`config.mk`:
```
export PLATFORM = sky130hd
export DESIGN_NAME = i2c_slave_reg_ctrl_flat
export DESIGN_NICKNAME = d
export VERILOG_FILES = /design/src/rtl/i2c_pkg.sv /design/src/rtl/i2c_slave_reg_ctrl_if.sv /design/src/rtl/reg_port_arbiter.sv /design/src/rtl/i2c_slave_reg_ctrl.sv /design/src/flat_wrapper.sv
export SDC_FILE = /design/constraint.sdc
export NUM_CORES = 1
export LEC_CHECK = 0
export CAP_MARGIN = 20
export CORE_AREA = 2 2 62 64
export CTS_BUF_LIST = sky130_fd_sc_hd__clkbuf_2
export CTS_CLUSTER_SIZE = 20
export DETAILED_ROUTE_END_ITERATION = 10
export DIE_AREA = 0 0 64 66
export GPL_ROUTABILITY_DRIVEN = 0
export GPL_TIMING_DRIVEN = 0
export PLACE_DENSITY = 0.95
export REMOVE_ABC_BUFFERS = 1
export SLEW_MARGIN = 20
export SYNTH_ARGS = -nofsm -noshare
export SYNTH_HDL_FRONTEND = slang
export SYNTH_SLANG_ARGS = --single-unit
```
`constraint.sdc`:
```
create_clock -name CLK -period 4 [get_ports CLK]
set_input_delay 0.6 -clock CLK [delete_from_list [all_inputs] [get_ports CLK]]
set_output_delay 0.6 -clock CLK [all_outputs]
set_load 0.005 [all_outputs]
```
`src/rtl/i2c_pkg.sv`:
```
// Shared types for the I2C slave register-access controller.
package i2c_pkg;

  localparam int unsigned ByteW = 8;

  // One-hot, matching the encoding style of the slave control FSM.
  typedef enum logic [3:0] {
    StIdle  = 4'b0001,
    StArmed = 4'b0010,
    StWrite = 4'b0100,
    StRead  = 4'b1000
  } reg_ctrl_state_t;

endpackage

```
`src/rtl/i2c_slave_reg_ctrl_if.sv`:
```
// Host access port and register bank port of the I2C register controller.
interface i2c_slave_reg_ctrl_if #(
  parameter int unsigned REG_DEPTH = 16
) ();
  import i2c_pkg::*;

  localparam int unsigned ADDR_W = $clog2(REG_DEPTH);

  // Host side
  logic              host_req;
  logic              host_we;
  logic [ADDR_W-1:0] host_addr;
  logic [ByteW-1:0]  host_wdata;
  logic              host_gnt;
  logic [ByteW-1:0]  host_rdata;
  logic              host_rvld;

  // Register bank side
  logic              reg_we;
  logic              reg_re;
  logic [ADDR_W-1:0] reg_addr;
  logic [ByteW-1:0]  reg_wdata;
  logic [ByteW-1:0]  reg_rdata;

  // Controller view
  modport slave (
    input  host_req, host_we, host_addr, host_wdata, reg_rdata,
    output host_gnt, host_rdata, host_rvld, reg_we, reg_re, reg_addr, reg_wdata
  );

  // Environment view: host plus register bank
  modport master (
    output host_req, host_we, host_addr, host_wdata, reg_rdata,
    input  host_gnt, host_rdata, host_rvld, reg_we, reg_re, reg_addr, reg_wdata
  );

endinterface

```
`src/rtl/reg_port_arbiter.sv`:
```
// Fixed-priority sharing of the single register bank port:
// pending I2C write, then pending I2C read, then the host.
module reg_port_arbiter
  import i2c_pkg::*;
#(
  parameter int unsigned ADDR_W = 4
) (
  input  logic              wr_pend_i,
  input  logic              rd_pend_i,
  input  logic [ADDR_W-1:0] ptr_i,
  input  logic [ByteW-1:0]  wr_data_i,
  input  logic              host_req_i,
  input  logic              host_we_i,
  input  logic [ADDR_W-1:0] host_addr_i,
  input  logic [ByteW-1:0]  host_wdata_i,
  output logic              reg_we_o,
  output logic              reg_re_o,
  output logic [ADDR_W-1:0] reg_addr_o,
  output logic [ByteW-1:0]  reg_wdata_o,
  output logic              host_gnt_o
);

  // Port mux: I2C pends always win, host only gets an otherwise idle cycle.
  always_comb begin
    reg_we_o    = 1'b0;
    reg_re_o    = 1'b0;
    reg_addr_o  = '0;
    reg_wdata_o = '0;
    host_gnt_o  = host_req_i & ~wr_pend_i & ~rd_pend_i;
    if (wr_pend_i) begin
      reg_we_o    = 1'b1;
      reg_addr_o  = ptr_i;
      reg_wdata_o = wr_data_i;
    end else if (rd_pend_i) begin
      reg_re_o   = 1'b1;
      reg_addr_o = ptr_i;
    end else if (host_req_i) begin
      reg_we_o    = host_we_i;
      reg_re_o    = ~host_we_i;
      reg_addr_o  = host_addr_i;
      reg_wdata_o = host_wdata_i;
    end
  end

endmodule

```
`src/rtl/i2c_slave_reg_ctrl.sv`:
```
// I2C slave register-access controller: pointer load, auto-incrementing
// writes and read fetches, sharing the register bank port with a host.
module i2c_slave_reg_ctrl
  import i2c_pkg::*;
#(
  parameter int unsigned REG_DEPTH = 16,
  localparam int unsigned ADDR_W = $clog2(REG_DEPTH)
) (
  input  logic               CLK,
  input  logic               RST,
  input  logic               Start_Condition,
  input  logic               Stop_Condition,
  input  logic               data_vld,
  input  logic [ByteW-1:0]   rx_data,
  input  logic               byte_req,
  output logic [ByteW-1:0]   tx_data,
  output logic               tx_vld,
  output logic               busy,
  i2c_slave_reg_ctrl_if.slave bus
);

  reg_ctrl_state_t   state_q, state_d;
  logic [ADDR_W-1:0] ptr_q, ptr_d;
  logic              wr_pend_q, wr_pend_d;
  logic              rd_pend_q, rd_pend_d;
  logic [ByteW-1:0]  wr_data_q, wr_data_d;
  logic              tx_vld_q;
  logic [ByteW-1:0]  tx_data_q;
  logic              host_rvld_q;
  logic [ByteW-1:0]  host_rdata_q;
  logic              issue_wr, issue_rd, rd_req, host_gnt;

  // Pends never overlap in practice; if they did, the write goes first.
  assign issue_wr = wr_pend_q;
  assign issue_rd = rd_pend_q & ~wr_pend_q;
  // A received byte takes precedence over a simultaneous read request.
  assign rd_req   = byte_req & ~data_vld & (state_q != StIdle);

  // Next state, pointer and pend flags.
  always_comb begin
    state_d   = state_q;
    ptr_d     = ptr_q;
    wr_pend_d = wr_pend_q & ~issue_wr;
    rd_pend_d = rd_pend_q & ~issue_rd;
    wr_data_d = wr_data_q;
    if (issue_wr || issue_rd) begin
      ptr_d = ptr_q + ADDR_W'(1);
    end
    if (data_vld) begin
      unique case (state_q)
        StArmed: begin
          ptr_d   = rx_data[ADDR_W-1:0];
          state_d = StWrite;
        end
        StWrite: begin
          wr_pend_d = 1'b1;
          wr_data_d = rx_data;
        end
        default: ;
      endcase
    end
    if (rd_req) begin
      rd_pend_d = 1'b1;
      state_d   = StRead;
    end
    // Bus conditions override the byte-driven transition; the byte itself
    // was already handled under the current state above.
    if (Start_Condition) begin
      state_d = StArmed;
    end else if (Stop_Condition) begin
      state_d = StIdle;
    end
  end

  // State registers and read-data capture.
  always_ff @(posedge CLK) begin
    if (!RST) begin
      state_q      <= StIdle;
      ptr_q        <= '0;
      wr_pend_q    <= 1'b0;
      rd_pend_q    <= 1'b0;
      wr_data_q    <= '0;
      tx_vld_q     <= 1'b0;
      tx_data_q    <= '0;
      host_rvld_q  <= 1'b0;
      host_rdata_q <= '0;
    end else begin
      state_q     <= state_d;
      ptr_q       <= ptr_d;
      wr_pend_q   <= wr_pend_d;
      rd_pend_q   <= rd_pend_d;
      wr_data_q   <= wr_data_d;
      tx_vld_q    <= issue_rd;
      host_rvld_q <= host_gnt & ~bus.host_we;
      if (tx_vld_q) begin
        tx_data_q <= bus.reg_rdata;
      end
      if (host_rvld_q) begin
        host_rdata_q <= bus.reg_rdata;
      end
    end
  end

  // Bank data is live in the valid cycle, then held in the capture register.
  assign tx_vld          = tx_vld_q;
  assign tx_data         = tx_vld_q ? bus.reg_rdata : tx_data_q;
  assign bus.host_rvld   = host_rvld_q;
  assign bus.host_rdata  = host_rvld_q ? bus.reg_rdata : host_rdata_q;
  assign bus.host_gnt    = host_gnt;
  assign busy            = (state_q != StIdle);

  reg_port_arbiter #(
    .ADDR_W (ADDR_W)
  ) u_arb (
    .wr_pend_i    (wr_pend_q),
    .rd_pend_i    (rd_pend_q),
    .ptr_i        (ptr_q),
    .wr_data_i    (wr_data_q),
    .host_req_i   (bus.host_req),
    .host_we_i    (bus.host_we),
    .host_addr_i  (bus.host_addr),
    .host_wdata_i (bus.host_wdata),
    .reg_we_o     (bus.reg_we),
    .reg_re_o     (bus.reg_re),
    .reg_addr_o   (bus.reg_addr),
    .reg_wdata_o  (bus.reg_wdata),
    .host_gnt_o   (host_gnt)
  );

endmodule
```
`src/flat_wrapper.sv`:
```
// flat-port wrapper written by rule: the top's interface ports become plain ports
module i2c_slave_reg_ctrl_flat import i2c_pkg::*;
#(
  parameter int unsigned REG_DEPTH = 16,
  localparam int unsigned ADDR_W = $clog2(REG_DEPTH)
)
  (CLK, RST, Start_Condition, Stop_Condition, data_vld, rx_data, byte_req, tx_data, tx_vld, busy, bus_host_req, bus_host_we, bus_host_addr, bus_host_wdata, bus_reg_rdata, bus_host_gnt, bus_host_rdata, bus_host_rvld, bus_reg_we, bus_reg_re, bus_reg_addr, bus_reg_wdata);
  i2c_slave_reg_ctrl_if #(.REG_DEPTH(REG_DEPTH)) bus_i ();
  input  logic CLK;
  input  logic RST;
  input  logic Start_Condition;
  input  logic Stop_Condition;
  input  logic data_vld;
  input  logic [ByteW-1:0] rx_data;
  input  logic byte_req;
  output logic [ByteW-1:0] tx_data;
  output logic tx_vld;
  output logic busy;
  input wire logic [$bits(bus_i.host_req)-1:0] bus_host_req;
  input wire logic [$bits(bus_i.host_we)-1:0] bus_host_we;
  input wire logic [$bits(bus_i.host_addr)-1:0] bus_host_addr;
  input wire logic [$bits(bus_i.host_wdata)-1:0] bus_host_wdata;
  input wire logic [$bits(bus_i.reg_rdata)-1:0] bus_reg_rdata;
  output wire logic [$bits(bus_i.host_gnt)-1:0] bus_host_gnt;
  output wire logic [$bits(bus_i.host_rdata)-1:0] bus_host_rdata;
  output wire logic [$bits(bus_i.host_rvld)-1:0] bus_host_rvld;
  output wire logic [$bits(bus_i.reg_we)-1:0] bus_reg_we;
  output wire logic [$bits(bus_i.reg_re)-1:0] bus_reg_re;
  output wire logic [$bits(bus_i.reg_addr)-1:0] bus_reg_addr;
  output wire logic [$bits(bus_i.reg_wdata)-1:0] bus_reg_wdata;
  assign bus_i.host_req = bus_host_req;
  assign bus_i.host_we = bus_host_we;
  assign bus_i.host_addr = bus_host_addr;
  assign bus_i.host_wdata = bus_host_wdata;
  assign bus_i.reg_rdata = bus_reg_rdata;
  assign bus_host_gnt = bus_i.host_gnt;
  assign bus_host_rdata = bus_i.host_rdata;
  assign bus_host_rvld = bus_i.host_rvld;
  assign bus_reg_we = bus_i.reg_we;
  assign bus_reg_re = bus_i.reg_re;
  assign bus_reg_addr = bus_i.reg_addr;
  assign bus_reg_wdata = bus_i.reg_wdata;
  i2c_slave_reg_ctrl #(.REG_DEPTH(REG_DEPTH)) u_core (.CLK(CLK), .RST(RST), .Start_Condition(Start_Condition), .Stop_Condition(Stop_Condition), .data_vld(data_vld), .rx_data(rx_data), .byte_req(byte_req), .tx_data(tx_data), .tx_vld(tx_vld), .busy(busy), .bus(bus_i));
endmodule
```
; ---- Word-level counts from Yosys, hierarchy flattened
; Cells that the tools add are included.
; W data, S select, Z words.
[totals]
wordCells = 64
inputBits = 36
register_bits = 36
output_inout_bits = 34
[classes]
muxes = 24
n_reduce_logical = 12
addsub = 1
n_bitwise = 13
eq_ne = 3
[op_table]
columns = op, count
row1 = $mux W8, 5
row2 = $mux W4, 9
row3 = $reduce_and A2 Y1, 5
row4 = $mux W1, 8
row5 = $reduce_bool A4 Y1, 2
row6 = $and A1 B1 Y1, 7
row7 = $not A1 Y1, 6
row8 = $add A4 B1 Y4 const B, 1
row9 = $eq A4 B2 Y1 const B, 1
row10 = $eq A4 B3 Y1 const B, 1
row11 = $mux W2, 2
row12 = $ne A4 B1 Y1 const B, 1
row13 = $reduce_bool A2 Y1, 2
row14 = $reduce_or A4 Y1, 1
row15 = $reduce_or A3 Y1, 1
row16 = $logic_or A1 B1 Y1, 1

; ---- Longest topological paths before layout
[logic_depth]
ltp_word = 6
depth_mapped = 6

; ---- By module
; A second synthesis with hierarchy kept.
[hier_totals]
hier_cells = 190
area_unflattened_um2 = 1710.4
[by_module_without_submodules]
columns = module, n_inst, seq_area_each_um2, cells_each, area_per_inst_um2
row1 = i2c_slave_reg_ctrl, 1, 720.7, 145, 1457.6
row2 = reg_port_arbiter, 1, 0.0, 45, 252.7

; ---- Least setup slack after synthesis
; No wires, ideal clock.
[synth_path]
path_type = reg-to-output
start = register u_core.wr_pend_q (netlist: u_core.issue_wr)
end = output bus_reg_wdata[2]
arrival_ns = 1.250
path_stages_with_launch = 7
slack_ns = 2.150
cell_sequence = dfxtp_1 -> clkbuf_1 -> or2_2 -> buf_2 -> nor2_4 -> buf_4 -> a22o_1
[synth_between]
elab_chain_len = 1
[synth_rtl]
columns = item, line
row1 = "start, declared", i2c_slave_reg_ctrl.sv:24  ; logic wr_pend_q, wr_pend_d;
row2 = "start signal, assigned", i2c_slave_reg_ctrl.sv:90  ; wr_pend_q <= wr_pend_d;
row3 = $mux W8, reg_port_arbiter.sv:30  ; if (wr_pend_i) begin
row4 = "end, declared", flat_wrapper.sv:30  ; output wire logic [$bits(bus_i.reg_wdata)-1:0] bus_reg_wdata;
; Every way passes these cells.

; ---- Worst setup path after layout
[layout_path]
start = register u_core.wr_pend_q (netlist: u_core.issue_wr)
end = output bus_reg_wdata[6]
; Same word-level chain as after synthesis.

==> impl_metrics.ini <==
[worst_setup_path]
end_kind = output pin
r2r_cells = 3
crit_fanout = 17
critPathMaxStageDelay_ns = 0.52
path_buf_inv = 1
critPathRequiredTime_ns = 3.40
critical_path.slowest_cell = dfxtp_1
r2r-end = u_core.state_q[1]$_SDFFE_PN0P_
path_class = reg2out
cp-startpoint = u_core.issue_wr$_SDFF_PN0_
critPathArrivalTime_ns = 2.28
cp_top_family = simple AND/OR/NAND/NOR gates
crit_chain = or2_2, nor2_4, a22o_1, clkdlybuf4s50_1
timing.rr.start = u_core.state_q[0]$_SDFFE_PN1P_
r2r_slack_ns = 2.40
crit_end = bus_reg_wdata[6]
crit_path_start_kind = flip-flop
cp.depth = 4

[routing]
vias = 1445
drcViolationCount = 0
drt_wl_total_um = 3750
antenna_left = 0
drt_iter0_markers = 42
via_per_inst = 5.18
wl_per_cell_um = 13.4
first_pass_iters = 4

[synth]
synth-async-reset-ratio_pct = 0
yosys-top-cells-area = dfxtp_1 44%, mux2_2 11%, a22o_1 6.5%, and2_1 6.2%, a21oi_1 4.3%
synth_top_family_by_area = simple AND/OR/NAND/NOR gates
synth_cell_types = 40
synth_compound_area_share_pct = 18.4
synthXorXnorAreaFrac_pct = 1.08
yosysSeqAreaShare_pct = 44.4
synth.area.mux_share_pct = 11.7
avgSynthCellArea_um2 = 9.77
synth_most_common_cell = dfxtp_1
synth_area_um2 = 1620
synth_top_area_share_pct = 44.4
ys_top_cells_by_count = 36 x dfxtp_1, 16 x and2_1, 16 x mux2_2, 14 x a21oi_1, 12 x a22o_1
synth-main-ff-cell = dfxtp_1
yosys_warnings = 0
yosys.area.top_type = dfxtp_1
synth_edf_count = 0
synth_fa_ha_area_share_pct = 0.772
synth-simple-area-share_pct = 19.2
synth_cells = 166
synth-seq-cells = 36

[placed_design]
dp_hpwl_um = 2810
dp_cells = 271
place.port_buffers = 69
post-place-ws_ns = 1.19

[clock_network]
cts_root_buffer = clkbuf_2
clk_latency_ns = 0.36
postCtsSetupBuffers = 0
htreeDepth = 2
clk_pin_slew_ns = 0.17
cts_buffer_depth = 2
cts.sinks = 36
numCtsBuffers = 5
cts_tree = built
ctsHoldBuffers = 0
cts_resized = 0

[timing]
hold_violations = 0
slew_headroom_pct = 56.2
setup_violations = 0
fmax_mhz = 347
slew_violations = 0
rsz0062_at_grt = no
tightest_slew_ns = 0.655
whs_ns = 0.488
fin_crit_sh_pct = 72.0
setup_ws_ns = 1.12
worst_clock_skew_ns = 0.0111
min_period_ns = 2.88
setup_tns_ns = 0

[grt]
track_usage_pct = 18.7
grt_pass1_wl_um = 6240
grtUsageMet3_pct = 3.41
grt-ovfl-total = 0
grt_pass1_vias = 1458
met1_usage_pct = 21.1
busiest_layer = met2
grt_use_met2_pct = 34.0
grt_max_degree = 23
antenna_found_initial = 0

[outcome]
status = completed

[finish]
antennaDiodeCount = 0
drive_gt1_share_pct = 13.4
nets = 267
syn2layout_area_growth_pct = 47.4
n_fill_cell = 270
final_cells = 279
post-route-util_pct = 67.3

[floorplanning]
die_x_um = 64
core_um2 = 3550
io_pins = 70
fp-row-count = 22
start_util_pct = 45.7
die_area_um2 = 4220
die_h_um = 66

[pwr]
power.switching_uw = 161
power.density_nw_per_um2 = 301
p_seq_share_pct = 52.1
power.share.combinational_pct = 17.0
vdd_drop_max_v = 0.000186
intPower_uw = 557
clkPwrFrac_pct = 30.8
power_leakage_uw = 0.000915
swShare_pct = 22.4

[run]
maxCapViolCount = 0

[hold_path]
hold_path.class = reg2reg
[power groups by stage]
stage | logic [µW] | registers (µW) | clock network, µW
4_1_cts | 123 | 374 | 227
2_1_floorplan | 43.8 | 380 | 0
3_5_place_dp | 122 | 382 | 0
5_1_grt | 132 | 376 | 245
3_3_place_gp | 120 | 382 | 0
6_report | 122 | 374 | 221
[stage by stage]
| stage | instance area (µm²) | total power, µW |
|---|---|---|
| CTS | 2380 | 724 |
| detailed placement | 2320 | 504 |
| floorplan | 1570 | 424 |
| global route | 2390 | 753 |
| finish | 2390 | 718 |
| global placement | 2320 | 502 |
[worst reg2reg max path: cells and delay by family (launching register included)]
family / cells / cell delay, ns
simple gates: 2 / 0.85
flops: 1 / 0.37
compound gates: 1 / 0.31
[sequential cells by signal (all words and copies together), names as in the netlist]
signal                count
u_core.ptr_q              4
u_core.tx_data_q          8
u_core.bus.host_rvld      1
u_core.rd_pend_q          1
u_core.state_q            4
u_core.tx_vld             1
u_core.wr_data_q          8
u_core.host_rdata_q       8
u_core.issue_wr           1
[per-layer routing]
metal,wire (µm),share of wire [%]
met5,0,0
met4,54,1.4
met3,127,3.4
met2,1980,53
met1,1590,42
[worst min path at each step]
stage,endpoint,from,slack [ns],cells after the start
2_1_floorplan,u_core.wr_data_q[0]$_SDFFE_PN0P_,u_core.wr_data_q[0]$_SDFFE_PN0P_,0.45,2
3_3_place_gp,u_core.wr_data_q[3]$_SDFFE_PN0P_,u_core.wr_data_q[3]$_SDFFE_PN0P_,0.47,2
3_5_place_dp,u_core.wr_data_q[3]$_SDFFE_PN0P_,u_core.wr_data_q[3]$_SDFFE_PN0P_,0.47,2
4_1_cts,u_core.wr_data_q[3]$_SDFFE_PN0P_,u_core.wr_data_q[3]$_SDFFE_PN0P_,0.49,2
5_1_grt,u_core.wr_data_q[1]$_SDFFE_PN0P_,u_core.wr_data_q[1]$_SDFFE_PN0P_,0.52,2
6_report,u_core.wr_data_q[5]$_SDFFE_PN0P_,u_core.wr_data_q[5]$_SDFFE_PN0P_,0.49,2
[cells by family (layout without fill, tap and decap cells)]
kind of cell,Yosys count,in the layout
fa+ha+maj,1,1
mux,17,17
buf+inv,17,82
simple gates,48,48
xor+xnor,2,2
compound gates,45,45
flops,36,36
[final cells by class]
class                      instances  area (µm²)  share of cell area (%)
sequential                        36         721                    30.2
clock inverter                     2        35.0                    1.47
tap                               48        60.1                    2.51
inverter                           5        18.8                   0.785
clock buffer                       6        30.0                    1.26
timing repair buffer              69         691                    28.9
multi-input combinational        113         835                    34.9
[cells in the final DEF, fill, tap and decap left out, drive strengths merged, types with 3 or more instances in the layout]
| master | n |
|---|---|
| nor3b | 3 |
| clkbuf | 6 |
| nand3 | 9 |
| o21ai | 10 |
| a21oi | 14 |
| nor3 | 3 |
| dfxtp | 36 |
| mux2 | 16 |
| clkdlybuf4s50 | 69 |
| inv | 5 |
| o31ai | 3 |
| and2 | 16 |
| a22o | 12 |
Note: power is estimated with default switching activity, not from simulation.
